[config.mk]
export PLATFORM = sky130hd
export DESIGN_NAME = button_debouncer
export DESIGN_NICKNAME = d
export VERILOG_FILES = /design/src/rtl/button_pkg.sv /design/src/rtl/sync_2ff.sv /design/src/rtl/button_debouncer.sv
export SDC_FILE = /design/constraint.sdc
export NUM_CORES = 1
export LEC_CHECK = 0
export CORE_MARGIN = 1.5
export CORE_UTILIZATION = 53
export DETAILED_ROUTE_END_ITERATION = 7
export PLACE_DENSITY = 0.74
export SLEW_MARGIN = 10
export SYNTH_ARGS = -nofsm -noshare
export SYNTH_HDL_FRONTEND = slang
export SYNTH_SLANG_ARGS = --single-unit
[constraint.sdc]
create_clock -name CLK -period 1.94 [get_ports CLK]
set_input_delay 0.291 -clock CLK [delete_from_list [all_inputs] [get_ports CLK]]
set_output_delay 0.291 -clock CLK [all_outputs]
set_load 0.01 [all_outputs]
[src/rtl/button_pkg.sv]
// Shared types and defaults for the push-button conditioning block.
// Latency: n/a (types only). Backpressure: n/a.
// Holds the FSM state encoding, default timing constants and a counter-width helper.
package button_pkg;

    typedef enum logic [1:0] {
        RELEASED     = 2'd0,
        PRESS_WAIT   = 2'd1,
        HELD         = 2'd2,
        RELEASE_WAIT = 2'd3
    } btn_state_t;

    localparam int BTN_DEBOUNCE_DEFAULT = 120_000;
    localparam int BTN_LONG_DEFAULT     = 12_000_000;

    // One counter width serves both the debounce and the long-press counters.
    function automatic int btn_cnt_width(input int a, input int b);
        return $clog2((a > b) ? a : b) + 1;
    endfunction

endpackage

[src/rtl/sync_2ff.sv]
// Two-flop synchronizer for one asynchronous pin, reset to a chosen idle level.
// Latency: 2 CLK cycles. Backpressure: none, free-running.
// Synchronous active-low reset.
module sync_2ff #(
    parameter logic RST_VAL = 1'b0
) (
    input  logic CLK,
    input  logic RST_N,
    input  logic d,
    output logic q
);

    logic meta;

    always_ff @(posedge CLK) begin
        if (!RST_N) begin
            meta <= RST_VAL;
            q    <= RST_VAL;
        end else begin
            meta <= d;
            q    <= meta;
        end
    end

endmodule

[src/rtl/button_debouncer.sv]
// Debounces one push-button into a level plus press/release/long-press strobes.
// Latency: PRESS/RELEASE 2+DEBOUNCE_CYCLES cycles after the pin edge; no backpressure.
// Optional macro BTN_LONG_PRESS_EN builds the long-press counter; otherwise LONG is tied low.
module button_debouncer
    import button_pkg::*;
#(
    parameter int DEBOUNCE_CYCLES = BTN_DEBOUNCE_DEFAULT,
    parameter int LONG_CYCLES     = BTN_LONG_DEFAULT,
    parameter bit ACTIVE_LOW      = 1'b0
) (
    input  logic CLK,
    input  logic RST_N,
    input  logic BTN,
    output logic PRESSED,
    output logic PRESS,
    output logic RELEASE,
    output logic LONG
);

    localparam int               CNT_W    = btn_cnt_width(DEBOUNCE_CYCLES, LONG_CYCLES);
    localparam logic [CNT_W-1:0] DEB_LAST = CNT_W'(DEBOUNCE_CYCLES - 1);
    localparam logic [CNT_W-1:0] CNT_ONE  = CNT_W'(1);

    logic btn_sync;
    logic s;

    sync_2ff #(
        .RST_VAL (ACTIVE_LOW)
    ) u_sync (
        .CLK   (CLK),
        .RST_N (RST_N),
        .d     (BTN),
        .q     (btn_sync)
    );

    assign s = btn_sync ^ ACTIVE_LOW;

    btn_state_t       state, state_n;
    logic [CNT_W-1:0] dcnt, dcnt_n;
    logic             press_n, release_n, pressed_n;

    always_comb begin
        state_n   = state;
        dcnt_n    = dcnt;
        press_n   = 1'b0;
        release_n = 1'b0;
        case (state)
            RELEASED: begin
                if (s) begin
                    state_n = PRESS_WAIT;
                    dcnt_n  = CNT_ONE;
                end
            end
            PRESS_WAIT: begin
                if (!s) begin
                    state_n = RELEASED;
                    dcnt_n  = '0;
                end else if (dcnt == DEB_LAST) begin
                    state_n = HELD;
                    dcnt_n  = '0;
                    press_n = 1'b1;
                end else begin
                    dcnt_n = dcnt + CNT_ONE;
                end
            end
            HELD: begin
                if (!s) begin
                    state_n = RELEASE_WAIT;
                    dcnt_n  = CNT_ONE;
                end
            end
            RELEASE_WAIT: begin
                if (s) begin
                    state_n = HELD;
                    dcnt_n  = '0;
                end else if (dcnt == DEB_LAST) begin
                    state_n   = RELEASED;
                    dcnt_n    = '0;
                    release_n = 1'b1;
                end else begin
                    dcnt_n = dcnt + CNT_ONE;
                end
            end
            default: begin
                state_n = RELEASED;
                dcnt_n  = '0;
            end
        endcase
        pressed_n = (state_n == HELD) || (state_n == RELEASE_WAIT);
    end

    always_ff @(posedge CLK) begin
        if (!RST_N) begin
            state   <= RELEASED;
            dcnt    <= '0;
            PRESSED <= 1'b0;
            PRESS   <= 1'b0;
            RELEASE <= 1'b0;
        end else begin
            state   <= state_n;
            dcnt    <= dcnt_n;
            PRESSED <= pressed_n;
            PRESS   <= press_n;
            RELEASE <= release_n;
        end
    end

`ifdef BTN_LONG_PRESS_EN
    localparam logic [CNT_W-1:0] LONG_LAST = CNT_W'(LONG_CYCLES - 1);
    localparam logic [CNT_W-1:0] LONG_PRE  = CNT_W'(LONG_CYCLES - 2);

    logic [CNT_W-1:0] lcnt, lcnt_n;
    logic             long_done, long_done_n, long_n;

    // lcnt survives a rejected release glitch; only a fresh press restarts it.
    always_comb begin
        lcnt_n      = lcnt;
        long_done_n = long_done;
        long_n      = 1'b0;
        if (press_n) begin
            lcnt_n = '0;
        end else if (state == HELD && s && lcnt != LONG_LAST) begin
            lcnt_n = lcnt + CNT_ONE;
            if (lcnt == LONG_PRE && !long_done) begin
                long_n      = 1'b1;
                long_done_n = 1'b1;
            end
        end
        if (state_n == RELEASED) begin
            long_done_n = 1'b0;
        end
    end

    always_ff @(posedge CLK) begin
        if (!RST_N) begin
            lcnt      <= '0;
            long_done <= 1'b0;
            LONG      <= 1'b0;
        end else begin
            lcnt      <= lcnt_n;
            long_done <= long_done_n;
            LONG      <= long_n;
        end
    end
`else
    assign LONG = 1'b0;
`endif

endmodule

### Word level (Yosys, flattened, before mapping)

Index checks and enable logic that the tools add are counted.

| word-level totals | value |
|---|---|
| register bits | 32 |
| output and inout bits | 4 |

| operators by class | value |
|---|---|
| add/subtract/negate cells | 1 |
| equality and inequality tests | 8 |
| mux-type cells | 14 |
| bitwise gates (word level) | 2 |
| reductions and logical operators | 5 |

Operator list:

| operator | count |
|---|---|
| $mux 25 | 5 |
| $pmux 25 s4 | 1 |
| $add 25x1->25 const B | 1 |
| $eq 25x17->1 const B | 1 |
| $mux 2 | 6 |
| $eq 2x2->1 const B | 4 |
| $pmux 2 s4 | 1 |
| $reduce_and 3->1 | 1 |
| $reduce_or 3->1 | 1 |
| $eq 2x1->1 const B | 1 |
| $logic_not 2->1 | 1 |
| $ne 2x1->1 const B | 1 |
| $ne 2x2->1 const B | 1 |
| $not 1->1 | 2 |
| $reduce_and 2->1 | 1 |
| $logic_or 1x1->1 | 1 |
| $mux 1 | 1 |

### Logic depth before layout (Yosys ltp)

Gate-level depths: netlist of the first run.

| depth | value |
|---|---|
| depth in word-level cells | 6 |
| mapped depth | 7 |
| gate-level depth less buffers | 6 |

### Modules after synthesis

From an unflattened synthesis of the first run, not the netlist that was laid out.

| unflattened totals | value |
|---|---|
| cell total of the unflattened synthesis | 166 |
| area, all modules | 1,516.5 µm² |

By module, submodules not included:

| module | times used | cells each | area each (µm²) | seq. area each (µm²) |
|---|---|---|---|---|
| button_debouncer | 1 | 162 | 1,463.9 | 580.6 |
| sync_2ff | 1 | 4 | 52.6 | 40.0 |

### Worst setup path after synthesis of the first run

Ideal clock, no wire load.

| timing path | value |
|---|---|
| path type | reg2reg |
| start | register dcnt[19] |
| end | register dcnt[20] |
| library setup time | 0.115 ns |
| arrival time | 1.799 ns |
| required time | 1.825 ns |
| path slack | 0.026 ns |
| stages on the path, launching flop included | 7 |
| path through | dfxtp_1 -> or4_4 -> nor4_4 -> a21oi_2 -> o21ai_4 -> buf_6 -> nor2_1 |

| between the ends | value |
|---|---|
| cells in the longest elaborated chain, start to end | 4 |

Ends and longest elaborated chain:

| element | RTL line | RTL |
|---|---|---|
| start: declaration | button_debouncer.sv:39 | `logic [CNT_W-1:0] dcnt, dcnt_n;` |
| start signal: assignment | button_debouncer.sv:101 | `dcnt <= dcnt_n;` |
| $add 25x1->25 / $eq 25x17->1 (equally long branches) | - |  |
| $mux 25 (*) | button_debouncer.sv:58, button_debouncer.sv:76 |  |
| $mux 25, on equally long branches | button_debouncer.sv:73, button_debouncer.sv:55 |  |
| $pmux 25 s4 (*) | button_debouncer.sv:47 | `case (state)` |

Mark *: on every way between the ends. The rest lies on a longest branch, timed or not.
A chain may end at the register's enable or synchronous reset.

### Worst setup path in the final report of the first run

| timing path | value |
|---|---|
| start | register dcnt[10] |
| end | register dcnt[7] |

| between the ends | value |
|---|---|
| cells in the longest elaborated chain, start to end | 4 |

Ends and longest elaborated chain:

| element | RTL line |
|---|---|
| $eq 25x17->1 (*) | button_debouncer.sv:58, button_debouncer.sv:76 |
| $mux 25 (*) | button_debouncer.sv:58, button_debouncer.sv:76 |
| $mux 25, on equally long branches | button_debouncer.sv:73, button_debouncer.sv:55 |
| $pmux 25 s4 (*) | button_debouncer.sv:47 |

Marked as above.

==> impl_results.html, run 1 <==
<table>
<tr><th>Metric</th><th>Value</th></tr>
<tr><th colspan="2">Timing</th></tr>
<tr><td>Number of hold-slack violations in the final timing report</td><td>0</td></tr>
<tr><td>Setup TNS after final layout</td><td>-0.103 ns</td></tr>
<tr><td>Worst hold slack</td><td>0.456 ns</td></tr>
<tr><td>Normalized max-slew margin</td><td>0.526</td></tr>
<tr><td>Transition time at the pin with the least slew margin</td><td>0.708 ns</td></tr>
<tr><td>Ratio of final minimum period to clock period</td><td>1.01</td></tr>
<tr><td>Final setup violation count</td><td>8</td></tr>
<tr><td>Final period demand of the worst path</td><td>1.96 ns</td></tr>
<tr><td>Post-Route Skew</td><td>0.0117 ns</td></tr>
<tr><td>Pins over their slew limit</td><td>0</td></tr>
<tr><td>Setup repair after global routing missed its margin</td><td>true</td></tr>
<tr><td>Final worst-path setup slack</td><td>-0.0210 ns</td></tr>
<tr><td>Highest achievable clock rate</td><td>510 MHz</td></tr>
<tr><th colspan="2">Clock network</th></tr>
<tr><td>Maximum level of the CTS H-tree</td><td>2</td></tr>
<tr><td>Cell chosen for the clock root</td><td>sky130_fd_sc_hd__clkbuf_4</td></tr>
<tr><td>Number of sinks handled by clock tree synthesis</td><td>31</td></tr>
<tr><td>Clock network latency to the later pin of the worst-skew pair</td><td>0.33 ns</td></tr>
<tr><td>TritonCTS clock tree</td><td>built</td></tr>
<tr><td>Clock slew at the register clock pins of the worst setup and hold paths</td><td>around 0.10 ns</td></tr>
<tr><td>Number of buffers between clock root and the deepest sink</td><td>2</td></tr>
<tr><td>Number of clock buffers inserted by TritonCTS</td><td>5</td></tr>
<tr><th colspan="2">GRT</th></tr>
<tr><td>Global-route wire length before repair</td><td>approximately 5.6 mm</td></tr>
<tr><td>Largest net degree at the start of global routing</td><td>18</td></tr>
<tr><td>Vias in the first global route</td><td>1311</td></tr>
<tr><td>Number of antenna violations at the first check in global routing</td><td>0</td></tr>
<tr><td>Global-route congestion overflow total</td><td>0</td></tr>
<tr><td>GRT Resource Usage Total</td><td>0.226</td></tr>
<tr><th colspan="2">Worst hold path</th></tr>
<tr><td>Type of the most critical hold path</td><td>flip-flop to flip-flop</td></tr>
<tr><th colspan="2">Final layout</th></tr>
<tr><td>Layout area overhead</td><td>26.9%</td></tr>
<tr><td>Most frequent standard cell in the layout excluding fill and tap cells</td><td>sky130_fd_sc_hd__dfxtp_1</td></tr>
<tr><td>Share of layout cells above drive strength 1</td><td>0.272</td></tr>
<tr><td>Post-layout net count</td><td>roughly 210</td></tr>
<tr><td>Number of antenna diodes</td><td>0</td></tr>
<tr><td>Most used cells in the layout excluding fill and tap cells</td><td>sky130_fd_sc_hd__dfxtp_1 (26), sky130_fd_sc_hd__buf_4 (17), sky130_fd_sc_hd__nand2_1 (14), sky130_fd_sc_hd__nor2_1 (14), sky130_fd_sc_hd__xnor2_1 (12)</td></tr>
<tr><td>Final standard cell count with taps included and fillers excluded</td><td>237</td></tr>
<tr><th colspan="2">Synth</th></tr>
<tr><td>Yosys warnings</td><td>0</td></tr>
<tr><td>Commonest register cell after synthesis</td><td>sky130_fd_sc_hd__dfxtp_1</td></tr>
<tr><td>Net count after synthesis</td><td>183</td></tr>
<tr><td>Yosys reg bits</td><td>31</td></tr>
<tr><td>Cell area after synthesis</td><td>1530 sq um</td></tr>
<tr><td>Share of flip-flops with an asynchronous set or reset</td><td>0</td></tr>
<tr><td>Cell variety after synth</td><td>44</td></tr>
<tr><td>Number of flops mapped to enable cells by yosys</td><td>0</td></tr>
<tr><td>Mean area per synthesized cell</td><td>8.53 sq um</td></tr>
<tr><td>Sequential-to-total area share from yosys stat</td><td>0.406</td></tr>
<tr><td>Cell count after synthesis</td><td>179</td></tr>
<tr><th colspan="2">Pwr</th></tr>
<tr><td>P_leak</td><td>0.620 nW</td></tr>
<tr><td>Max IR drop VDD</td><td>0.000617 V</td></tr>
<tr><td>Post-layout power</td><td>between 1 and 1.5 mW</td></tr>
<tr><td>Power per cell area</td><td>roughly 550 nW/um^2</td></tr>
<tr><th colspan="2">Floorplan</th></tr>
<tr><td>Die footprint</td><td>3210 sq um</td></tr>
<tr><td>Initial Utilization</td><td>0.559</td></tr>
<tr><td>Number of top-level pins</td><td>7</td></tr>
<tr><td>Y dimension of the die</td><td>56.7 um</td></tr>
<tr><td>Number of placement rows</td><td>19</td></tr>
<tr><td>Placeable Area</td><td>~2700 sq um</td></tr>
<tr><td>Chip Width</td><td>around 57 um</td></tr>
<tr><th colspan="2">Route</th></tr>
<tr><td>Wire length per cell after detailed routing</td><td>around 16 um</td></tr>
<tr><td>1st-pass router iterations</td><td>4</td></tr>
<tr><td>Routed met2 length</td><td>1.78 mm</td></tr>
<tr><td>Drt initial violations</td><td>between 80 and 90</td></tr>
<tr><td>DR DRC count</td><td>0</td></tr>
<tr><td>Post-detailed-route count of antenna-violating nets</td><td>0</td></tr>
<tr><td>Total Wirelength</td><td>~3.7 mm</td></tr>
<tr><td>Metal-1 WL</td><td>roughly 1.7 mm</td></tr>
<tr><td>Number of vias in the routed layout</td><td>1421</td></tr>
<tr><td>Via-to-Cell Ratio</td><td>6.00</td></tr>
<tr><td>Routed met3 length</td><td>175 um</td></tr>
<tr><td>Highest signal layer in the routed design</td><td>met4</td></tr>
<tr><th colspan="2">Worst setup path</th></tr>
<tr><td>Crit path max fanout</td><td>8</td></tr>
<tr><td>CP required</td><td>2.18 ns</td></tr>
<tr><td>WS Path Type</td><td>flip-flop to flip-flop</td></tr>
<tr><td>CP Capture Type</td><td>flip-flop</td></tr>
<tr><td>Worst setup SP type</td><td>flip-flop</td></tr>
<tr><td>Arrival time at the worst endpoint</td><td>2.20 ns</td></tr>
<tr><th colspan="2">Placement</th></tr>
<tr><td>Number of cells in the design after placement</td><td>between 200 and 250</td></tr>
<tr><td>HPWL Detailed</td><td>2.40 mm</td></tr>
<tr><td>Placer Congestion</td><td>0.835</td></tr>
<tr><td>Number of buffers added on ports</td><td>5</td></tr>
<tr><th colspan="2">Outcome</th></tr>
<tr><td>Failing checks</td><td>setup timing</td></tr>
<tr><td>Status</td><td>complete, but fails checks</td></tr>
<tr><th colspan="2">Job</th></tr>
<tr><td>Count of maximum capacitance violations</td><td>0</td></tr>
</table>
-- area by class of cell --
| type | instances | area (sq um) |
|---|---|---|
| inverter | 8 | 30.0 |
| sequential | 31 | 629 |
| clock inverter | 1 | 5.00 |
| multi-input combinational | 135 | 968 |
| clock buffer | 7 | 45.0 |
| fill | 202 | 795 |
| timing repair buffer | 24 | 223 |
| tap | 31 | 38.8 |
-- repair_timing --
item | 4_1_cts | 5_1_grt
pin swaps | 1 | 11
setup buffers | 0 | 6
resized for setup | 2 | 28
gates cloned | 0 | 1
endpoints found under the setup margin | 20 | 27
hold buffers | 0 | 0
-- where the power goes --
group	internal (mW)	switching (mW)	total (mW)
clock	0.141	0.216	0.357
sequential	0.638	0.00356	0.641
combinational	0.0275	0.0377	0.0651
total	0.806	0.258	1.06
-- metal layers --
layer,vias to the layer above,global-route usage
li1,695,-
met3,10,0.0783
met1,674,0.281
met4,0,0.0952
met5,-,0
met2,42,0.354
-- cell usage after synthesis (4+ instances only) --
cell type | count | area, sq um
sky130_fd_sc_hd__nor2_1 | 18 | 67.6
sky130_fd_sc_hd__and4_1 | 4 | 35.0
sky130_fd_sc_hd__o21ai_0 | 10 | 50.1
sky130_fd_sc_hd__inv_1 | 8 | 30.0
sky130_fd_sc_hd__a21oi_1 | 6 | 30.0
sky130_fd_sc_hd__xnor2_1 | 12 | 105
sky130_fd_sc_hd__a31oi_1 | 6 | 37.5
sky130_fd_sc_hd__nand3_1 | 7 | 35.0
sky130_fd_sc_hd__dfxtp_1 | 31 | 621
sky130_fd_sc_hd__nor3_1 | 11 | 55.1
sky130_fd_sc_hd__nand2_1 | 14 | 52.6
sky130_fd_sc_hd__nor4_1 | 5 | 31.3
-- registers in the layout, summed over array words and instances (netlist names) --
register and cells:
RELEASE 1, PRESSED 1, state 1, u_sync.meta 1
PRESS 1, dcnt 25, u_sync.q 1
-- worst max-delay path, cell delays in order (launching register included) --
cell and delay (ns):
sky130_fd_sc_hd__dfxtp_2 0.36, sky130_fd_sc_hd__or4bb_4 0.55, sky130_fd_sc_hd__nor4_4 0.35, sky130_fd_sc_hd__a21oi_2 0.13, sky130_fd_sc_hd__o21ai_4 0.21, sky130_fd_sc_hd__clkbuf_16 0.22
sky130_fd_sc_hd__nor2_1 0.05
-- logic make-up (layout without fill, tap and decap cells) --
group / after synthesis / in the layout / synth area share
simple gates: 86 / 86 / 0.325
fa+ha+maj: 1 / 1 / 0.00819
other cells: 1 / 1 / 0.00245
compound gates: 31 / 31 / 0.126
xor+xnor: 15 / 15 / 0.0860
buf+inv: 13 / 40 / 0.0393
mux: 1 / 1 / 0.00655
flops: 31 / 31 / 0.406
-- final timing paths --
kind / cells after the start / slack, ns / to / start
worst min-delay path: 1 / 0.46 / u_sync.q / u_sync.meta
worst max-delay path: 6 / -0.02 / dcnt[7] / dcnt[10]
worst min register to register: 1 / 0.46 / u_sync.q / u_sync.meta
worst max register to register: 6 / -0.02 / dcnt[7] / dcnt[10]
-- metrics by stage --
stage               cell area [sq um]  worst slack [ns]   util
floorplan                        1530            0.0264      -
global placement                 1690           -0.0491  0.618
detailed placement               1690           -0.0610  0.618
CTS                              1750           -0.0356  0.641
global route                     1940           -0.0463  0.709
finish                           1940           -0.0210  0.709
Note: power is estimated with default switching activity, not from simulation.
==> inputs of run 2 (changes only) <==
--- a/config.mk
+++ b/config.mk
@@ -5,11 +5,13 @@
 export SDC_FILE = /design/constraint.sdc
 export NUM_CORES = 1
 export LEC_CHECK = 0
+export CELL_PAD_IN_SITES_DETAIL_PLACEMENT = 1
+export CELL_PAD_IN_SITES_GLOBAL_PLACEMENT = 2
 export CORE_MARGIN = 1.5
-export CORE_UTILIZATION = 53
+export CORE_UTILIZATION = 33
 export DETAILED_ROUTE_END_ITERATION = 7
 export PLACE_DENSITY = 0.74
-export SLEW_MARGIN = 10
+export SLEW_MARGIN = 20
 export SYNTH_ARGS = -nofsm -noshare
 export SYNTH_HDL_FRONTEND = slang
 export SYNTH_SLANG_ARGS = --single-unit
==> run 2 against run 1 <==
Net effect:
- the flow now finishes without violations
- utilization fell by 27 points
- sequential power hardly changed
- fmax increased by 3.4%
- register-to-register slack better by 0.07 ns
- via count down 2.5%
- global-route usage decreased by 4.6 points
- critical path depth shrank 2
- final cell count is 12% higher
- critical path type unchanged
- largest power group unchanged
- highest routed layer unchanged
==> impl_results.html, run 2 (synthesis gave the netlist of run 1 again) <==
<table>
<tr><th>Metric</th><th>Value</th></tr>
<tr><th colspan="2">GRT</th></tr>
<tr><td>Vias in the first global route</td><td>1468</td></tr>
<tr><td>Global-route wire length before repair</td><td>7.04 mm</td></tr>
<tr><td>Number of antenna violations at the first check in global routing</td><td>0</td></tr>
<tr><td>GRT Resource Usage Total</td><td>0.180</td></tr>
<tr><td>Global-route congestion overflow total</td><td>0</td></tr>
<tr><td>Largest net degree at the start of global routing</td><td>11</td></tr>
<tr><th colspan="2">Clock network</th></tr>
<tr><td>TritonCTS clock tree</td><td>built</td></tr>
<tr><td>Maximum level of the CTS H-tree</td><td>2</td></tr>
<tr><td>Number of buffers between clock root and the deepest sink</td><td>2</td></tr>
<tr><td>Number of sinks handled by clock tree synthesis</td><td>31</td></tr>
<tr><td>Clock network latency to the later pin of the worst-skew pair</td><td>between 0.2 and 0.3 ns</td></tr>
<tr><td>Number of buffers inserted for hold repair after clock tree synthesis</td><td>0</td></tr>
<tr><td>Clock slew at the register clock pins of the worst setup and hold paths</td><td>0.06 ns</td></tr>
<tr><td>Number of clock buffers inserted by TritonCTS</td><td>5</td></tr>
<tr><td>Cell chosen for the clock root</td><td>sky130_fd_sc_hd__clkbuf_8</td></tr>
<tr><th colspan="2">Final layout</th></tr>
<tr><td>Register with the most flip-flops</td><td>dcnt</td></tr>
<tr><td>Number of flip-flops under the largest register name</td><td>25</td></tr>
<tr><td>Most frequent standard cell in the layout excluding fill and tap cells</td><td>sky130_fd_sc_hd__dfxtp_1</td></tr>
<tr><td>Post-layout net count</td><td>216</td></tr>
<tr><td>Layout area overhead</td><td>26.2%</td></tr>
<tr><td>Number of antenna diodes</td><td>0</td></tr>
<tr><td>Most used cells in the layout excluding fill and tap cells</td><td>sky130_fd_sc_hd__dfxtp_1 (29), sky130_fd_sc_hd__buf_4 (24), sky130_fd_sc_hd__nor2_1 (17), sky130_fd_sc_hd__nand2_1 (14), sky130_fd_sc_hd__xnor2_1 (12)</td></tr>
<tr><td>Share of layout cells above drive strength 1</td><td>0.235</td></tr>
<tr><th colspan="2">Timing</th></tr>
<tr><td>Ratio of final minimum period to clock period</td><td>0.977</td></tr>
<tr><td>Final period demand of the worst path</td><td>about 1.9 ns</td></tr>
<tr><td>Pins over their slew limit</td><td>0</td></tr>
<tr><td>Highest achievable clock rate</td><td>527 MHz</td></tr>
<tr><td>Final setup violation count</td><td>0</td></tr>
<tr><td>Worst hold slack</td><td>~0.43 ns</td></tr>
<tr><td>Setup repair after global routing missed its margin</td><td>true</td></tr>
<tr><td>Post-Route Skew</td><td>slightly below 0.006 ns</td></tr>
<tr><td>Normalized max-slew margin</td><td>0.659</td></tr>
<tr><td>Number of hold-slack violations in the final timing report</td><td>0</td></tr>
<tr><td>Transition time at the pin with the least slew margin</td><td>0.510 ns</td></tr>
<tr><td>Final worst-path setup slack</td><td>0.0442 ns</td></tr>
<tr><th colspan="2">Pwr</th></tr>
<tr><td>Power per cell area</td><td>618 nW/um^2</td></tr>
<tr><td>P_leak</td><td>~0.66 nW</td></tr>
<tr><td>Post-layout power</td><td>1.19 mW</td></tr>
<tr><td>Max IR drop VDD</td><td>0.000306 V</td></tr>
<tr><th colspan="2">Job</th></tr>
<tr><td>Count of maximum capacitance violations</td><td>0</td></tr>
<tr><th colspan="2">Worst setup path</th></tr>
<tr><td>CP required</td><td>2.13 ns</td></tr>
<tr><td>Arrival time at the worst endpoint</td><td>2.09 ns</td></tr>
<tr><td>Crit path max fanout</td><td>4</td></tr>
<tr><td>Worst setup SP type</td><td>flip-flop</td></tr>
<tr><td>WS Path Type</td><td>flip-flop to flip-flop</td></tr>
<tr><td>CP Capture Type</td><td>flip-flop</td></tr>
<tr><th colspan="2">Floorplan</th></tr>
<tr><td>Y dimension of the die</td><td>71.0 um</td></tr>
<tr><td>Number of placement rows</td><td>24</td></tr>
<tr><td>Chip Width</td><td>71.0 um</td></tr>
<tr><td>Number of top-level pins</td><td>7</td></tr>
<tr><td>Initial Utilization</td><td>0.346</td></tr>
<tr><td>Placeable Area</td><td>4410 sq um</td></tr>
<tr><td>Die footprint</td><td>5050 sq um</td></tr>
<tr><th colspan="2">Placement</th></tr>
<tr><td>Number of buffers added on ports</td><td>5</td></tr>
<tr><td>Placer Congestion</td><td>0.779</td></tr>
<tr><td>Placement Setup Slack</td><td>-0.0168 ns</td></tr>
<tr><td>HPWL Detailed</td><td>a little under 3 mm</td></tr>
<tr><th colspan="2">Route</th></tr>
<tr><td>Drt initial violations</td><td>29</td></tr>
<tr><td>Number of vias in the routed layout</td><td>about 1400</td></tr>
<tr><td>Post-detailed-route count of antenna-violating nets</td><td>0</td></tr>
<tr><td>Total Wirelength</td><td>4.04 mm</td></tr>
<tr><td>Wire length per cell after detailed routing</td><td>15.2 um</td></tr>
<tr><td>1st-pass router iterations</td><td>4</td></tr>
<tr><td>DR DRC count</td><td>0</td></tr>
<tr><td>Via-to-Cell Ratio</td><td>5.23</td></tr>
<tr><th colspan="2">Outcome</th></tr>
<tr><td>Status</td><td>finished clean</td></tr>
<tr><th colspan="2">Worst hold path</th></tr>
<tr><td>Type of the most critical hold path</td><td>flip-flop to flip-flop</td></tr>
</table>
run 2: area by class of cell:
type	count	area, sq um
Inverter	8	30.0
Clock buffer	7	76.3
Clock inverter	1	5.00
Sequential cell	31	623
Fill cell	532	2490
Timing Repair Buffer	31	253
Tap cell	52	65.1
Multi-Input combinational cell	135	876
run 2: path summary, 6_finish.rpt:
| path | startpoint | to | slack, ns | cells after the start |
|---|---|---|---|---|
| max | dcnt[8] | RELEASE | 0.04 | 4 |
| min | u_sync.meta | u_sync.q | 0.43 | 1 |
| max reg2reg | dcnt[8] | RELEASE | 0.04 | 4 |
| min reg2reg | u_sync.meta | u_sync.q | 0.43 | 1 |
run 2: timing repair:
action                                  CTS  global route
endpoints found under the setup margin    4            25
buffers inserted                          0             2
pin swaps                                 1             3
gates resized for setup                   1             9
hold endpoints to repair                  0             0
run 2: critical path: stages, from the launching register on:
cell                      delay, ns
sky130_fd_sc_hd__dfxtp_2       0.32
sky130_fd_sc_hd__or4_4         0.55
sky130_fd_sc_hd__nor4_4        0.39
sky130_fd_sc_hd__nand3_1       0.25
sky130_fd_sc_hd__nor4b_1       0.29
run 2: through the flow:
step	TNS (ns)	utilization	instance area, sq um	cells
CTS	0	0.426	1880	263
global route	-0.112	0.437	1930	265
detailed placement	-0.0454	0.406	1790	255
finish	0	0.437	1930	265
floorplan	0	-	1530	179
global placement	0	0.406	1790	255
run 2: routing by layer:
metal / GRT usage / wire (um) / part of all wire
met3: 0.0470 / 88 / 0.022
met1: 0.232 / 1960 / 0.48
met5: 0 / 0 / 0
met2: 0.289 / 1930 / 0.48
met4: 0.0692 / 63 / 0.016
run 2: power by group:
part / switching (mW) / internal (mW) / total [mW]
Clock: 0.244 / 0.251 / 0.495
Sequential: 0.00280 / 0.640 / 0.643
Combinational: 0.0313 / 0.0221 / 0.0533
Total: 0.278 / 0.913 / 1.19
==> inputs of run 3 (changes only) <==
--- a/config.mk
+++ b/config.mk
@@ -5,6 +5,7 @@
 export SDC_FILE = /design/constraint.sdc
 export NUM_CORES = 1
 export LEC_CHECK = 0
+export CAP_MARGIN = 0
 export CELL_PAD_IN_SITES_DETAIL_PLACEMENT = 1
 export CELL_PAD_IN_SITES_GLOBAL_PLACEMENT = 2
 export CORE_MARGIN = 1.5
==> results of run 3 <==
Final layout, timing and power as in run 2 (identical DEF).
